==> src/rtl/dmux16_collect.sv <==
// dmux16_collect: serial-to-parallel collector.
// One bit per accepted beat is steered into one of 16 slots, chosen by an
// explicit select (auto=0) or by an internal auto-incrementing pointer
// (auto=1). Once every slot has been written at least once since the last
// completion or reset, the assembled word is snapshotted into `word` and
// `done` pulses for one cycle.
//
// Handshake: `in_valid` is a plain beat qualifier with no ready/backpressure.
// A beat is any rising edge with in_valid=1 and reset=0; in, sel and auto
// are sampled only on beats. One beat per cycle is always accepted.
module dmux16_collect (
  input  logic        clk,
  input  logic        reset,
  input  logic        in,
  input  logic        in_valid,
  input  logic [3:0]  sel,
  input  logic        auto,
  output logic [15:0] out,
  output logic [15:0] word,
  output logic [3:0]  ptr,
  output logic        done
);

  logic [15:0] r_out;
  logic [15:0] r_mask;   // slots written since last completion/reset
  logic [3:0]  r_ptr;
  logic [15:0] r_word;
  logic        r_done;

  logic [3:0]  w_slot;
  logic [15:0] w_out_next;
  logic [15:0] w_mask_next;
  logic        w_complete;

  // Slot selection and next-state candidates for the current beat.
  always_comb begin
    w_slot              = auto ? r_ptr : sel;
    w_out_next          = r_out;
    w_out_next[w_slot]  = in;
    w_mask_next         = r_mask | (16'h0001 << w_slot);
    w_complete          = in_valid && (w_mask_next == 16'hFFFF);
  end

  // State update: reset wins over a concurrent beat; done is a single-cycle pulse.
  always_ff @(posedge clk) begin
    if (reset) begin
      r_out  <= 16'h0000;
      r_mask <= 16'h0000;
      r_ptr  <= 4'd0;
      r_word <= 16'h0000;
      r_done <= 1'b0;
    end else begin
      r_done <= 1'b0;
      if (in_valid) begin
        r_out <= w_out_next;
        if (auto) begin
          r_ptr <= r_ptr + 4'd1;
        end
        if (w_complete) begin
          // Snapshot includes the bit written by this beat.
          r_word <= w_out_next;
          r_mask <= 16'h0000;
          r_done <= 1'b1;
        end else begin
          r_mask <= w_mask_next;
        end
      end
    end
  end

  assign out  = r_out;
  assign word = r_word;
  assign ptr  = r_ptr;
  assign done = r_done;

endmodule

==> config.mk <==
export PLATFORM = sky130hd
export DESIGN_NAME = dmux16_collect
export DESIGN_NICKNAME = d
export VERILOG_FILES = /design/src/rtl/dmux16_collect.sv
export SDC_FILE = /design/constraint.sdc
export NUM_CORES = 1
export LEC_CHECK = 0
export ABC_AREA = 1
export CAP_MARGIN = 10
export CORE_MARGIN = 2
export CORE_UTILIZATION = 45
export DETAILED_ROUTE_END_ITERATION = 10
export PLACE_DENSITY = 0.7
export RECOVER_POWER = 50
export SYNTH_ARGS = -nofsm -noshare
export SYNTH_HDL_FRONTEND = slang
export SYNTH_SLANG_ARGS = --single-unit
==> constraint.sdc <==
create_clock -name clk -period 2.4 [get_ports clk]
set_clock_uncertainty 0.1 [all_clocks]
set_input_delay 0.48 -clock clk [delete_from_list [all_inputs] [get_ports clk]]
set_output_delay 0.48 -clock clk [all_outputs]
set_load 0.02 [all_outputs]
==> flow_metrics.tcl <==
set metrics [dict create \
    outcome "finished, final reports clean" \
    core_um2 5540 \
    cap_violations 0 \
    io-pin-count 46 \
    die_w_um 80.0 \
    power.density_nw_per_um2 491 \
    vias 2576 \
    final_common_cell "nand2_1" \
    grt_pass1_vias 2260 \
    grt_max_degree 39 \
    overflow 0 \
    post_synth_num_cell_types 24 \
    place.gp.congestion 0.853 \
    max_freq_ghz 0.440 \
    ir_drop_uv 270 \
    reg2reg_setup_slack_ns 0.48 \
    drive_gt1_share_pct 13.6 \
    final_cell_mix "109 x nand2_1, 53 x dfxtp_1, 50 x inv_1" \
    areaGrowthSynthToFinish_pct 30.0 \
    min_path_cells 2 \
    reg2reg_depth 12 \
    yosys.area_share.simple_pct 36.7 \
    nets 457 \
    synth_nets 395 \
    fin_crit_sh_pct 94.7 \
    total_leakage_power_nw 1.55 \
    cts_made_buffers 5 \
    synth_top_family_by_area "simple AND/OR/NAND/NOR gates" \
    holdWs_ns 0.362 \
    io_buffers 45 \
    synth_seq_area_share_pct 40.8 \
    nFillCells 537 \
    insertion_delay_ns 0.31 \
    drc 0 \
    wirelength_um 6100 \
    hpwlAfterDp_um 4510 \
    hold_violations 0 \
    ys_warn_count 0 \
    synth.avg_cell_area_um2 6.76 \
    grt_pass1_wl_um 10400 \
    timing_max_transition_violations_final 0 \
    setup_viol 0 \
    start_util_pct 47.0 \
    ctsHoldBuffers 0 \
    tightest_slew_ns 0.703 \
    hold_path_class "reg -> reg" \
    rr_startpoint "ptr[1]" \
    crit_required_ns 2.51 \
    row_count 27 \
    path_class "in -> reg" \
    regToRegEndpoint "word[14]" \
    synth-seq-cells 53 \
    root_buffer "clkbuf_8" \
    drtAntennaViolNets 0 \
    total_power_w 0.00166 \
    synthMuxAreaShare_pct 0 \
    synthAdderAreaFrac_pct 0.481 \
    ctsResizeCount 0 \
    wire_per_inst_um 11.7 \
    clockBufferDepth 2 \
    synth_compound_area_share_pct 10.9 \
    synth_cells 385 \
    antenna_found_initial 0 \
    crit_arrival_ns 2.38 \
    endpoint_kind "register" \
    worstSetupStartpointType "input pin" \
    drt-initial-drc-count 144 \
    die-area_um2 6400 \
    min_to "word[1]" \
    firstDrtPassIters 5 \
    diodes 0 \
    cts.sinks 53 \
    vias_per_cell 4.95 \
    slew_headroom_pct 53.1 \
    cts_setup_buffers 0 \
    fp.dieH_um 80.0 \
    h-tree-depth 2 \
    critPathMaxFanout 17 \
    synth_xor_area_share_pct 0 \
    min_period_ns 2.27 \
    clk_pin_slew_worst_paths_ns 0.09 \
    cts_tree "yes" \
    grt.total_usage_pct 20.5 \
    min_from "word[1]" \
    netlist_area_um2 2600 \
]
how the worst max path moves through the flow:
stage                 to  depth (start not counted)  from  slack [ns]
2_1_floorplan  r_mask[0]                         12  auto        0.41
3_3_place_gp    word[13]                         16  auto       -0.20
3_5_place_dp    word[15]                         16  auto       -0.25
4_1_cts         word[15]                         16  auto        0.08
5_1_grt         word[11]                         15  auto       -0.01
6_report        word[14]                         14  auto        0.13
cell usage after synthesis:
cell type | n | share of area, %
buf_6 | 4 | 1.7
buf_1 | 2 | 0.29
nand2_2 | 12 | 2.9
nor2_2 | 8 | 1.9
nand3_1 | 21 | 4.0
inv_1 | 50 | 7.2
nand4_1 | 16 | 3.8
ha_1 | 1 | 0.48
clkbuf_1 | 7 | 1.0
buf_2 | 3 | 0.58
o21ai_0 | 35 | 6.7
o22ai_1 | 1 | 0.24
nor2_4 | 4 | 1.7
dfxtp_1 | 53 | 41
nand2_4 | 1 | 0.43
nand2_1 | 111 | 16
a211oi_1 | 1 | 0.29
inv_6 | 1 | 0.34
nor2_1 | 34 | 4.9
o31ai_1 | 1 | 0.29
a21oi_1 | 16 | 3.1
o21bai_1 | 1 | 0.29
nand3_4 | 1 | 0.67
nor3_1 | 1 | 0.19
through the flow:
step	setup slack, ns	setup TNS [ns]	cells	area [um^2]	util (%)
floorplan	0.413	0	385	2600	-
global placement	-0.198	-5.96	512	3270	59.0
detailed placement	-0.248	-7.38	512	3270	59.0
CTS	0.0820	0	520	3360	60.6
global route	-0.0119	-0.0197	520	3380	61.0
finish	0.126	0	520	3380	61.0
routing by layer:
layer | wire, um | vias up | global-route usage (%)
met5 | 0 | - | 0
met4 | 73 | 0 | 4.75
met3 | 274 | 9 | 3.73
met2 | 2870 | 61 | 33.0
met1 | 2880 | 1160 | 28.6
li1 | - | 1346 | -
worst max-delay path, stage by stage:
cell and delay [ns]:
clkdlybuf4s50_1 0.47, buf_6 0.14, inv_6 0.06, nand2_2 0.05, nand2_2 0.10, nor2_4 0.17, nand2_1 0.10, nand2_1 0.09
nand3_1 0.09, nor2_1 0.21, nand3_4 0.12, buf_12 0.16, nand3_1 0.07, nand2_1 0.05
area by class of cell:
cell class                 count  area [um^2]  share of cell area [%]
clock buffer                   6         72.6                    2.15
timing repair buffer          71          674                    19.9
multi-input combinational    265         1270                    37.6
tap                           72         90.1                    2.66
inverter                      51          196                    5.81
sequential                    53         1060                    31.4
clock inverter                 2         15.0                   0.444
cells by family after synthesis:
group	count (synthesis)
AO/OA/AOI/OAI	55
adder cells (fa/ha/maj)	1
buffers and inverters	67
flip-flops	53
AND/OR/NAND/NOR	209
sequential cells by signal, summed over array words and instances (netlist names):
| register | flops |
|---|---|
| word | 16 |
| done | 1 |
| ptr | 4 |
| r_mask | 16 |
| out | 16 |
power breakdown:
group / total (W) / switching, W / internal [W] / leakage [nW]
sequential: 0.000909 / 0.0000116 / 0.000898 / 0.429
combinational: 0.000247 / 0.000156 / 0.0000918 / 1.08
clock: 0.000502 / 0.000296 / 0.000206 / 0.0374
Note: power is estimated with default switching activity, not from simulation.
